File: config.mk
export PLATFORM = sky130hd
export DESIGN_NAME = systolic_mm_ctrl
export DESIGN_NICKNAME = d
export VERILOG_FILES = /design/src/rtl/systolic_mm_ctrl.sv
export SDC_FILE = /design/constraint.sdc
export NUM_CORES = 1
export LEC_CHECK = 0
export BUFFER_PORTS_ARGS = -buffer_cell sky130_fd_sc_hd__buf_4
export CAP_MARGIN = 10
export CORE_MARGIN = 5
export CORE_UTILIZATION = 30
export DETAILED_ROUTE_END_ITERATION = 8
export PLACE_DENSITY = 0.47
export SLEW_MARGIN = 20
export SYNTH_ARGS = -nofsm -noshare
export SYNTH_HDL_FRONTEND = slang
export SYNTH_SLANG_ARGS = --single-unit
File: constraint.sdc
create_clock -name clk -period 2.7 [get_ports clk]
set_input_delay 0.405 -clock clk [delete_from_list [all_inputs] [get_ports clk]]
set_output_delay 0.405 -clock clk [all_outputs]
set_load 0.01 [all_outputs]
File: src/rtl/systolic_mm_ctrl.sv
// Sequencer for an NxN systolic matrix multiplier: operand streaming with read-latency
// alignment, MAC phase, result write-back, and a start/busy/done/abort handshake.
module systolic_mm_ctrl #(
  parameter int N      = 4,
  parameter int ADDR_W = 4,
  parameter int RD_LAT = 2,
  parameter int CNT_W  = 8
) (
  input  logic                   clk,
  input  logic                   reset,
  input  logic                   enable,
  input  logic                   start,
  input  logic                   abort,
  output logic                   busy,
  output logic                   done,
  output logic [CNT_W-1:0]       count,
  output logic                   read_en,
  output logic [ADDR_W-1:0]      rom_address,
  output logic [ADDR_W-1:0]      ram_address,
  output logic                   load_en,
  output logic [$clog2(N)-1:0]   bank_sel,
  output logic [$clog2(N)-1:0]   elem_sel,
  output logic                   acc_clr,
  output logic                   mac_en,
  output logic                   st_en,
  output logic [ADDR_W-1:0]      st_addr
);

  localparam int LN    = $clog2(N);
  localparam int IDX_W = 2 * LN;

  localparam logic [2:0] S_IDLE  = 3'd0;
  localparam logic [2:0] S_READ  = 3'd1;
  localparam logic [2:0] S_DRAIN = 3'd2;
  localparam logic [2:0] S_MAC   = 3'd3;
  localparam logic [2:0] S_STORE = 3'd4;
  localparam logic [2:0] S_DONE  = 3'd5;

  localparam logic [CNT_W-1:0] ELEM_LAST  = CNT_W'(N * N - 1);
  localparam logic [CNT_W-1:0] DRAIN_LAST = CNT_W'(RD_LAT - 1);
  localparam logic [CNT_W-1:0] MAC_LAST   = CNT_W'(3 * N - 3);

  logic [2:0]        state_q, state_d;
  logic [CNT_W-1:0]  count_q, count_d;
  logic              busy_q, busy_d;
  logic              done_q, done_d;
  logic              read_en_q, read_en_d;
  logic [ADDR_W-1:0] rom_address_q, rom_address_d;
  logic              acc_clr_q, acc_clr_d;
  logic              mac_en_q, mac_en_d;
  logic              st_en_q, st_en_d;
  logic [ADDR_W-1:0] st_addr_q, st_addr_d;
  logic              abort_take;

  // Read-latency alignment: stage i holds the strobe/element issued i cycles ago.
  logic [RD_LAT:1]            vld_pipe_q, vld_pipe_d;
  logic [RD_LAT:1][IDX_W-1:0] idx_pipe_q, idx_pipe_d;

  assign abort_take = abort && (state_q != S_IDLE);

  always_comb begin
    state_d = state_q;
    count_d = count_q + 1'b1;
    case (state_q)
      S_IDLE:  if (start) state_d = S_READ;
      S_READ:  if (count_q == ELEM_LAST)  state_d = S_DRAIN;
      S_DRAIN: if (count_q == DRAIN_LAST) state_d = S_MAC;
      S_MAC:   if (count_q == MAC_LAST)   state_d = S_STORE;
      S_STORE: if (count_q == ELEM_LAST)  state_d = S_DONE;
      S_DONE:  state_d = S_IDLE;
      default: state_d = S_IDLE;
    endcase
    // abort overrides any phase-end transition
    if (abort_take) state_d = S_IDLE;
    if (state_d != state_q || state_d == S_IDLE) count_d = '0;
  end

  always_comb begin
    busy_d        = (state_d != S_IDLE);
    done_d        = (state_d == S_DONE);
    read_en_d     = (state_d == S_READ);
    rom_address_d = read_en_d ? ADDR_W'(count_d) : '0;
    acc_clr_d     = read_en_d && (count_d == '0);
    mac_en_d      = (state_d == S_MAC);
    st_en_d       = (state_d == S_STORE);
    st_addr_d     = st_en_d ? ADDR_W'(count_d) : '0;
  end

  always_comb begin
    vld_pipe_d    = '0;
    idx_pipe_d    = '0;
    vld_pipe_d[1] = read_en_q;
    idx_pipe_d[1] = rom_address_q[IDX_W-1:0];
    for (int i = 2; i <= RD_LAT; i++) begin
      vld_pipe_d[i] = vld_pipe_q[i-1];
      idx_pipe_d[i] = idx_pipe_q[i-1];
    end
    if (abort_take) begin
      vld_pipe_d = '0;
      idx_pipe_d = '0;
    end
  end

  always_ff @(posedge clk or posedge reset) begin
    if (reset) begin
      state_q       <= S_IDLE;
      count_q       <= '0;
      busy_q        <= 1'b0;
      done_q        <= 1'b0;
      read_en_q     <= 1'b0;
      rom_address_q <= '0;
      acc_clr_q     <= 1'b0;
      mac_en_q      <= 1'b0;
      st_en_q       <= 1'b0;
      st_addr_q     <= '0;
      vld_pipe_q    <= '0;
      idx_pipe_q    <= '0;
    end else if (enable) begin
      state_q       <= state_d;
      count_q       <= count_d;
      busy_q        <= busy_d;
      done_q        <= done_d;
      read_en_q     <= read_en_d;
      rom_address_q <= rom_address_d;
      acc_clr_q     <= acc_clr_d;
      mac_en_q      <= mac_en_d;
      st_en_q       <= st_en_d;
      st_addr_q     <= st_addr_d;
      vld_pipe_q    <= vld_pipe_d;
      idx_pipe_q    <= idx_pipe_d;
    end
  end

  assign busy        = busy_q;
  assign done        = done_q;
  assign count       = count_q;
  assign read_en     = read_en_q;
  assign rom_address = rom_address_q;
  assign ram_address = rom_address_q;
  assign acc_clr     = acc_clr_q;
  assign mac_en      = mac_en_q;
  assign st_en       = st_en_q;
  assign st_addr     = st_addr_q;
  assign load_en     = vld_pipe_q[RD_LAT];
  assign bank_sel    = idx_pipe_q[RD_LAT][IDX_W-1:LN];
  assign elem_sel    = idx_pipe_q[RD_LAT][LN-1:0];

endmodule
After elaboration in Yosys (flattened, before gate mapping):

Index checks and enable logic that the tools add are counted.

* equality and inequality tests: 12
* reductions and logical operators: 8
* muxes and demuxes: 12
* $add $sub $neg: 1

Operators with widths (number)
* 3-bit two-way mux: 6
* 8-bit by 4-bit == test with 1-bit output (second input constant): 2
* 8-bit two-way mux: 2
* 3-bit case mux with 5 select lines: 1
* 3-bit by 2-bit == test with 1-bit output (second input constant): 3
* 3-bit == test (second input constant): 3
* 8-bit by 1-bit adder with 8-bit output (second input constant): 1
* 8-bit by 1-bit == test with 1-bit output (second input constant): 1
* 8-bit logical NOT: 1
* 4-bit two-way mux: 2
* 3-bit by 1-bit == test with 1-bit output (second input constant): 2
* 3-bit logical NOT: 2
* 3-bit nonzero test: 2
* 3-bit != test: 1
* 1-bit logical AND: 2
* 2-bit two-way mux: 1
* 1-bit logical OR: 1

* logic and storage cells: 46
* flip-flop bits (word level): 35
* bits of input ports: 5

Longest topological paths before layout:

Gate-level depths: netlist (run 1).

* depth after elaboration: 9
* mapped depth: 9

Worst setup path before layout (run 1):

No wires, ideal clock.

* path type: flip-flop to flip-flop
* from: register count_q[1] (netlist: count[1])
* to: register count_q[4] (netlist: count[4])
* slack: 0.703 ns
* period minus slack after synthesis: 1.997 ns
* buffers on the path: 1
* data arrival time: 1.879 ns
* data required time: 2.582 ns
* stages on the path, launching flop included: 9
* setup time: 0.118 ns
* cells stage by stage: dfrtp_1 inv_1 ha_1 nor3b_1 o21ai_0 o31ai_4 buf_6 nor3_1 a21o_1

* cells in the longest elaborated chain, start to end: 7
* elaborated cells on any way between the ends: 14
* those cells by class: add/sub: 1; eq/ne: 4; mux: 7; reduce/logical: 2

RTL lines
* start: declaration: RTL line 44 `logic [CNT_W-1:0] count_q, count_d;`
* start signal: assignment: RTL line 120 `count_q <= count_d;`
* 8-bit by 4-bit == test with 1-bit output, or another cell as far along: RTL line 66, 69
* 3-bit two-way mux, on equally long branches
* 3-bit case mux with 5 select lines: RTL line 64 `case (state_q)`
* 3-bit two-way mux: RTL line 74 `if (abort_take) state_d = S_IDLE;`
* 3-bit != test or 3-bit logical NOT (tied branches): RTL line 75 `if (state_d != state_q || state_d == S_IDLE) count_d = '0;`
* 1-bit logical OR: RTL line 75
* 8-bit two-way mux *: RTL line 75

Mark *: on every way between the ends. The rest lies on a longest branch, timed or not.
A chain may end at the register's enable or synchronous reset.

Worst setup path in the final report (run 1):

* from: register count_q[0] (netlist: count[0])
* to: register count_q[5] (netlist: count[5])

Same word-level chain as after synthesis.

==> impl_metrics.tcl, run 1 <==
set metrics [dict create \
    drive_above_1_share_pct 26.41 \
    io_buffers 35 \
    crit_path_cell_trace "ha_1 -> nor3b_1 -> o21ai_0 -> o31ai_4 -> buf_4 -> nor4_1 -> a21o_1" \
    period_minus_slack_ns 2.377 \
    synth_edf_count 0 \
    postPlaceCellArea_um2 2205 \
    fp-row-count 29 \
    seqPwrFrac_pct 51.1 \
    grt_max_degree 44 \
    routed-via-count 1509 \
    synth_cell_types 50 \
    clock-sinks 35 \
    pwr_density_cell_nw_per_um2 489.1 \
    diodes 0 \
    crit_arrival_ns 2.55 \
    yosysTopAreaCell "dfrtp_1" \
    final.setup.tns_ns 0 \
    final_util_pct 36.31 \
    die_h_um 90.46 \
    end_kind "flop" \
    cell_internal_pwr_w 0.0008171 \
    first_global_vias 1483 \
    cp_max_fo 10 \
    rsz0062_at_grt "no" \
    routed_wl_um 4390 \
    p_clk_share_pct 34.2 \
    hold_buffers 0 \
    clockRootBuffer "clkbuf_8" \
    p_leak_nw 1.057 \
    ys_top_cells_by_count "dfrtp_1 (35), inv_1 (27), o21ai_0 (20), nand2_1 (16)" \
    switching_share_pct 27.11 \
    grtUsageTotal_pct 11.48 \
    die_w_um 90.46 \
    finalPower_w 0.001121 \
    synth_seq_cells 35 \
    synth.cell_area_um2 1942 \
    die-area_um2 8182 \
    clkTransAtPathRegs_ns 0.07 \
    clock_path_buffers 2 \
    start_kind "flop" \
    critPathSlowestCell "dfrtp_1" \
    synth_cells 206 \
    dp_hpwl_um 3078 \
    finalSetupViolCount 0 \
    drtAntennaViolNets 0 \
    path_class "flop to flop" \
    drcViolationCount 0 \
    p_comb_share_pct 14.6 \
    switching_power_w 0.0003039 \
    synthTopCellsByArea "dfrtp_1 (45%), inv_1 (5.2%), o21ai_0 (5.2%)" \
    core-area_um2 6314 \
    numCtsBuffers 5 \
    syn_nets 213 \
    synth_seq_area_share_pct 45.10 \
    wire_per_inst_um 14.25 \
    cp.required_ns 2.88 \
    status "finished, final reports clean" \
    max_stage_delay_ns 0.55 \
    vdd_drop_max_uv 194.7 \
    synth_ff_type "dfrtp_1" \
    maxSlewHeadroom_pct 60.54 \
    clkLatencyLatePin_ns 0.28 \
    cts_resized 0 \
    worstMarginPinSlew_ns 0.5865 \
    drtIter0Drc 113 \
    fin_crit_sh_pct 88.05 \
    grt.overflow.total 0 \
    grt_antenna_before_repair 0 \
    fmax_mhz 420.6 \
    maxCapViolCount 0 \
    synthArstFlopShare_pct 100.0 \
    area_growth_pct 18.04 \
    finalClockSkew_ns 0.002301 \
    min_path_type "input pin to async pin" \
    htreeDepth 2 \
    gp_congestion 0.7615 \
    final-max-slew-violation-count 0 \
    synth_top_area_share_pct 45.10 \
    fin_nets 238 \
    hold_viol_final 0 \
    start_util_pct 30.76 \
    avgSynthCellArea_um2 9.427 \
    io-pin-count 36 \
    fin_area_um2 2292 \
    yosysMostFrequentCell "dfrtp_1" \
    tritoncts "yes" \
    drt-vias-per-instance 4.899 \
    cts_setup_buffers 0 \
    dr.pass1.iters 4 \
    grt_pass1_wl_um 7707 \
    synth-warning-count 0 \
]
==> per-layer routing <==
| metal | track usage, % | vias to the layer above | part of all wire, % |
|---|---|---|---|
| met4 | 3.722 | 0 | 1.3 |
| met2 | 16.52 | 30 | 44 |
| met1 | 16.37 | 715 | 50 |
| met3 | 3.417 | 7 | 4.4 |
| met5 | 0 | - | 0 |
| li1 | - | 757 | - |
==> worst max-delay path: cells and delay by family (launching register included) <==
family,cells,cell delay [ns]
flip-flops,1,0.55
buffers and inverters,1,0.21
adder cells (fa/ha/maj),1,0.24
AND/OR/NAND/NOR,2,0.37
AO/OA/AOI/OAI,3,0.90
==> stage by stage <==
step / hold WS (ns) / setup slack [ns] / cells
2_1_floorplan: 0.4498 / 0.7028 / 206
3_3_place_gp: 0.4610 / 0.4091 / 301
3_5_place_dp: 0.4702 / 0.3692 / 301
4_1_cts: 0.2403 / 0.3296 / 308
5_1_grt: 0.2844 / 0.1093 / 308
6_report: 0.2158 / 0.3227 / 308
==> registers in the layout, indices dropped and copies added (netlist names), 2 cells and up <==
signal	count
elem_sel	2
bank_sel	2
st_addr	4
idx_pipe_q	4
vld_pipe_q	2
ram_address	4
count	8
state_q	3
==> cell families (layout without fill, tap and decap cells) <==
family	after synthesis	after routing	share of synthesized area, %
AOI/OAI and AO/OA	53	53	19.59
and+or+nand+nor	60	60	18.43
xor gates and xnor gates	3	3	1.353
muxes	4	4	2.126
adders and majority gates	2	2	1.288
DFF	35	35	45.10
buffers and inverters	49	74	12.11
==> worst paths after layout <==
path,startpoint,end,slack (ns),cells after the start
worst min register to register,idx_pipe_q[0],elem_sel[0],0.48,2
worst min-delay path,reset,idx_pipe_q[3],0.22,3
worst max-delay path,count[0],count[5],0.32,7
max in group asynchronous,reset,count[2],2.16,3
min in group clk,idx_pipe_q[0],elem_sel[0],0.48,2
worst max register to register,count[0],count[5],0.32,7
==> power groups by stage <==
| stage | Combinational (W) | Sequential [W] | Clock (W) |
|---|---|---|---|
| floorplan | 0.000107 | 0.000583 | 0 |
| global placement | 0.000168 | 0.000582 | 0 |
| detailed placement | 0.000168 | 0.000583 | 0 |
| CTS | 0.000168 | 0.000573 | 0.000399 |
| global route | 0.000185 | 0.000577 | 0.000421 |
| finish | 0.000164 | 0.000573 | 0.000384 |
==> final cells by class <==
cell class | instances | area [um^2]
Clock buffer | 6 | 82.58
Clock inverter | 1 | 5.005
Fill cell | 673 | 4021
Inverter | 27 | 101.3
Multi-Input combinational cell | 122 | 830.8
Sequential cell | 35 | 875.8
Tap cell | 77 | 96.34
Timing Repair Buffer | 40 | 300.3
==> placed cells by master, fill, tap and decap left out, types with 2 or more instances in the layout <==
cell type,synthesis,routed
nor2_1,5,5
a21oi_1,3,3
dfrtp_1,35,35
nand4b_1,2,2
o22ai_1,3,3
mux2i_1,3,3
xnor2_1,3,3
o21a_1,3,3
nor4_1,2,2
inv_1,27,27
clkbuf_8,0,6
a21o_1,6,6
nand4_1,3,3
nand2_1,16,16
a31oi_1,2,2
nor3b_1,5,5
o32ai_1,5,5
and3_1,3,3
buf_4,9,40
ha_1,2,2
nand3_1,7,7
nor3_1,5,5
o21ai_0,20,20
No activity file was read; power rests on OpenSTA's default activity.
==> run 2, diff against run 1 <==
--- a/config.mk
+++ b/config.mk
@@ -10,6 +10,8 @@
 export CORE_MARGIN = 5
 export CORE_UTILIZATION = 30
 export DETAILED_ROUTE_END_ITERATION = 8
+export GPL_TIMING_DRIVEN = 1
+export MAX_ROUTING_LAYER = met4
 export PLACE_DENSITY = 0.47
 export SLEW_MARGIN = 20
 export SYNTH_ARGS = -nofsm -noshare
==> run 2 against run 1 <==
Net effect:
- first-iteration DRC count fell by 25%
- sequential share of layout area is the same
- critical path depth did not move
- die area is the same
- clock power hardly changed
- sequential power about the same
- maximum frequency is 0.75% higher
- power down 0.22%
- final cell count did not move
- register-to-register slack improved by 0.02 ns
==> impl_metrics.tcl, run 2 (synthesized netlist as in run 1, its figures left out) <==
set metrics [dict create \
    status "finished, final reports clean" \
    grt_max_degree 44 \
    vdd_drop_max_uv 191.1 \
    cp.required_ns 2.88 \
    r2r_cells 7 \
    drt-vias-per-instance 4.886 \
    drtAntennaViolNets 0 \
    final-max-slew-violation-count 0 \
    grt_pass1_wl_um 7721 \
    grt_antenna_before_repair 0 \
    cts_setup_buffers 0 \
    die_h_um 90.46 \
    area_growth_pct 18.04 \
    fin_crit_sh_pct 87.39 \
    crit_path_cell_trace "ha_1 -> nor3b_1 -> o21ai_0 -> o31ai_4 -> buf_4 -> nor4_1 -> a21o_1" \
    pwr_density_cell_nw_per_um2 488.0 \
    hold_buffers 0 \
    routed_wl_um 4385 \
    dp_hpwl_um 3078 \
    critPathSlowestCell "dfrtp_1" \
    routed-via-count 1505 \
    dr.pass1.iters 4 \
    die-area_um2 8182 \
    cp_num_buf_inv 1 \
    maxSlewHeadroom_pct 60.54 \
    clock-sinks 35 \
    pre_cts_ws_ns 0.3692 \
    worst_slack_ns 0.3404 \
    fill_cells 673 \
    hold_viol_final 0 \
    drtIter0Drc 85 \
    core-area_um2 6314 \
    crit_arrival_ns 2.54 \
    finalSetupViolCount 0 \
    cp_max_fo 10 \
    end_kind "flop" \
    diodes 0 \
    die_w_um 90.46 \
    clockRootBuffer "clkbuf_8" \
    final.setup.tns_ns 0 \
    clock_path_buffers 2 \
    start_util_pct 30.76 \
    period_minus_slack_ns 2.360 \
    cp_top_family "compound AO/OA/AOI/OAI gates" \
    r2r_slack_ns 0.34 \
    drive_above_1_share_pct 26.41 \
    io_buffers 35 \
    rsz0062_at_grt "no" \
    drcViolationCount 0 \
    gp_congestion 0.7716 \
    path_class "flop to flop" \
    final_common_cell "buf_4" \
    finalClockSkew_ns 0.002642 \
    min_path_type "input pin to async pin" \
    fp-row-count 29 \
    tritoncts "yes" \
    clkLatencyLatePin_ns 0.28 \
    wire_per_inst_um 14.24 \
    grt.overflow.total 0 \
    clkTransAtPathRegs_ns 0.07 \
    worstReg2RegEnd "count[5]" \
    cts_resized 0 \
    fin_nets 238 \
    maxCapViolCount 0 \
    fmax_mhz 423.8 \
    p_leak_nw 1.057 \
    worstMarginPinSlew_ns 0.5865 \
    largest_reg_flops 8 \
    max_stage_delay_ns 0.54 \
    start_kind "flop" \
    grtUsageTotal_pct 11.82 \
    first_global_vias 1482 \
    final_cell_mix "buf_4 (40), dfrtp_1 (35), inv_1 (27)" \
    r2r-start "count[0]" \
    numCtsBuffers 5 \
    io-pin-count 36 \
    htreeDepth 2 \
]
[run 2: metrics by stage]
| stage | util (%) | hold WS, ns | total power (W) | area [um^2] | instances |
|---|---|---|---|---|---|
| floorplan | - | 0.4498 | 0.0006893 | 1942 | 206 |
| global placement | 34.92 | 0.4610 | 0.0007503 | 2205 | 301 |
| detailed placement | 34.92 | 0.4702 | 0.0007510 | 2205 | 301 |
| CTS | 36.31 | 0.2403 | 0.001140 | 2292 | 308 |
| global route | 36.31 | 0.2901 | 0.001180 | 2292 | 308 |
| finish | 36.31 | 0.2215 | 0.001119 | 2292 | 308 |
[run 2: worst max-delay path by stage]
stage	startpoint	endpoint	cells after the start
after floorplan	count[1]	count[4]	8
after detailed placement	count[0]	count[5]	7
final	count[0]	count[5]	7
after global routing	count[0]	count[5]	7
after global placement	count[0]	count[5]	7
after CTS	count[0]	count[5]	7
[run 2: area by class of cell]
class	instances	area (um^2)	share of cell area [%]
clock inverter	1	5.005	0.2183
inverter	27	101.3	4.421
timing repair buffer	40	300.3	13.10
tap	77	96.34	4.203
multi-input combinational	122	830.8	36.24
clock buffer	6	82.58	3.603
sequential	35	875.8	38.21
[run 2: tightest hold or removal path: stages]
cell and delay (ns):
buf_4 0.10, inv_1 0.04, buf_4 0.39
[run 2: power breakdown]
group | switching, W | internal, W | leakage [nW]
Combinational | 0.0000959 | 0.0000682 | 0.533
Clock | 0.000181 | 0.000200 | 0.0470
Sequential | 0.0000243 | 0.000549 | 0.477
Total | 0.000301 | 0.000817 | 1.06
[run 2: per-layer routing]
| metal | track usage [%] | wire length [um] | share of wire, % | up-vias |
|---|---|---|---|---|
| met3 | 3.333 | 178 | 4.1 | 5 |
| met2 | 16.52 | 1955 | 45 | 28 |
| met5 | - | 0 | 0 | - |
| met1 | 16.48 | 2199 | 50 | 715 |
| li1 | - | - | - | 757 |
| met4 | 3.722 | 53 | 1.2 | 0 |
==> run 3, diff against run 2 <==
--- a/config.mk
+++ b/config.mk
@@ -7,6 +7,7 @@
 export LEC_CHECK = 0
 export BUFFER_PORTS_ARGS = -buffer_cell sky130_fd_sc_hd__buf_4
 export CAP_MARGIN = 10
+export CORE_ASPECT_RATIO = 1.25
 export CORE_MARGIN = 5
 export CORE_UTILIZATION = 30
 export DETAILED_ROUTE_END_ITERATION = 8
==> constraint.sdc (replaced) <==
create_clock -name clk -period 2.7 [get_ports clk]
set_input_delay 0.405 -clock clk [delete_from_list [all_inputs] [get_ports clk]]
set_output_delay 0.405 -clock clk [all_outputs]
set_load 0.005 [all_outputs]
==> run 3 against run 2 <==
Net effect:
- via count shrank 0.80%
- maximum frequency is 0.84% higher
- routed wire length rose by 1.7%
- combinational power shrank 7%
- hold slack worse by 0.0017 ns
- die area grew 0.12%
- critical path depth down 1
- sequential cell count unchanged
- sequential power hardly changed
- highest routed layer unchanged
==> impl_metrics.tcl, run 3 (synthesized netlist as in run 1, its figures left out) <==
set metrics [dict create \
    critPathSlowestCell "dfrtp_1" \
    first_global_vias 1562 \
    min_path_type "input pin to async pin" \
    final_cell_mix "buf_4 (38), dfrtp_1 (35), inv_1 (27)" \
    clockRootBuffer "clkbuf_8" \
    drcViolationCount 0 \
    drive_above_1_share_pct 25.44 \
    end_kind "flop" \
    period_minus_slack_ns 2.340 \
    finalClockSkew_ns 0.008989 \
    cp_num_buf_inv 0 \
    switching_share_pct 27.78 \
    p_comb_share_pct 14.1 \
    grt_antenna_before_repair 0 \
    final.setup.tns_ns 0 \
    start_util_pct 31.09 \
    max_stage_delay_ns 0.54 \
    pwr_density_cell_nw_per_um2 477.3 \
    hold_buffers 0 \
    grt.overflow.total 0 \
    tritoncts "yes" \
    final_common_cell "buf_4" \
    cell_internal_pwr_w 0.0007846 \
    io_buffers 35 \
    fin_crit_sh_pct 86.67 \
    die_h_um 99.95 \
    drt-vias-per-instance 4.770 \
    routed_wl_um 4460 \
    finalSetupViolCount 0 \
    routed-via-count 1493 \
    numCtsBuffers 5 \
    grt_max_degree 44 \
    clock_path_buffers 2 \
    place_inst 307 \
    dp_hpwl_um 3079 \
    start_kind "flop" \
    maxCapViolCount 0 \
    status "finished, final reports clean" \
    switching_power_w 0.0003018 \
    seqPwrFrac_pct 52.8 \
    die-area_um2 8192 \
    diodes 0 \
    cp_max_fo 10 \
    clkLatencyLatePin_ns 0.29 \
    maxSlewHeadroom_pct 66.67 \
    grt_pass1_wl_um 7562 \
    fin_nets 236 \
    drtAntennaViolNets 0 \
    vdd_drop_max_uv 289.9 \
    p_clk_share_pct 33.1 \
    crit_path_cell_trace "ha_1 -> nor3b_1 -> o21ai_0 -> nor3_1 -> o21ai_0 -> a21o_1" \
    cp_top_family "simple AND/OR/NAND/NOR gates" \
    wire_per_inst_um 14.25 \
    io-pin-count 36 \
    rsz0062_at_grt "no" \
    core-area_um2 6246 \
    final_cells 313 \
    area_growth_pct 17.20 \
    clkTransAtPathRegs_ns 0.07 \
    critPathMostFrequentCell "o21ai_0" \
    clock-sinks 35 \
    path_class "flop to flop" \
    final-max-slew-violation-count 0 \
    worstMarginPinSlew_ns 0.4961 \
    final_util_pct 36.44 \
    crit_arrival_ns 2.51 \
    drtIter0Drc 93 \
    die_w_um 81.96 \
    p_leak_nw 1.036 \
    hold_viol_final 0 \
    dr.pass1.iters 4 \
    largest_reg_flops 8 \
    grtUsageTotal_pct 12.15 \
    htreeDepth 2 \
    cts_resized 0 \
    gp_congestion 0.7844 \
    fmax_mhz 427.4 \
    cp.required_ns 2.87 \
    fp-row-count 32 \
    finalPower_w 0.001086 \
    cts_setup_buffers 0 \
]
run 3: cell types whose count changed in the layout (fill, tap and decap cells not counted), sizes merged:
cell,previous run,this run
buf,40,38
clkbuf,6,5
clkinv,1,0
clkinvlp,0,1
run 3: cell type report:
cell class / instances / area, um^2
Tap cell: 85 / 106.4
Timing Repair Buffer: 38 / 285.3
Clock buffer: 5 / 68.82
Fill cell: 680 / 3970
Sequential cell: 35 / 875.8
Clock inverter: 1 / 7.507
Inverter: 27 / 101.3
Multi-Input combinational cell: 122 / 830.8
run 3: tightest hold or removal path: stages:
cell	delay [ns]
buf_4	0.11
inv_1	0.04
buf_4	0.40
run 3: per-stage QoR:
step | hold WS, ns | area, um^2 | setup WS, ns
3_5_place_dp | 0.4784 | 2200 | 0.3855
2_1_floorplan | 0.4498 | 1942 | 0.7331
5_1_grt | 0.2608 | 2276 | 0.01720
6_report | 0.2198 | 2276 | 0.3600
4_1_cts | 0.2423 | 2276 | 0.3471
3_3_place_gp | 0.4714 | 2200 | 0.3459
run 3: per-layer routing:
layer / vias to the layer above / part of all wire [%] / track usage (%)
met5: - / 0 / -
met4: 0 / 1.6 / 4.220
met3: 5 / 4.3 / 2.873
met2: 28 / 48 / 19.73
met1: 717 / 46 / 14.61
li1: 743 / - / -
run 3: power by group through the flow:
stage                     logic, W  registers, W  clock network [W]
after floorplan           0.000105      0.000576                  0
after global placement    0.000158      0.000583                  0
after detailed placement  0.000156      0.000583                  0
after CTS                 0.000156      0.000573           0.000381
after global routing      0.000175      0.000578           0.000391
final                     0.000153      0.000573           0.000360
run 3: final timing paths:
check	depth (start not counted)	endpoint	slack, ns	startpoint
worst min-delay path	3	mac_en	0.22	reset
worst max-delay path	6	count[6]	0.36	count[0]
worst max register to register	6	count[6]	0.36	count[0]
worst min register to register	2	bank_sel[1]	0.49	idx_pipe_q[3]
max in group asynchronous	3	count[2]	2.13	reset
min in group clk	2	bank_sel[1]	0.49	idx_pipe_q[3]
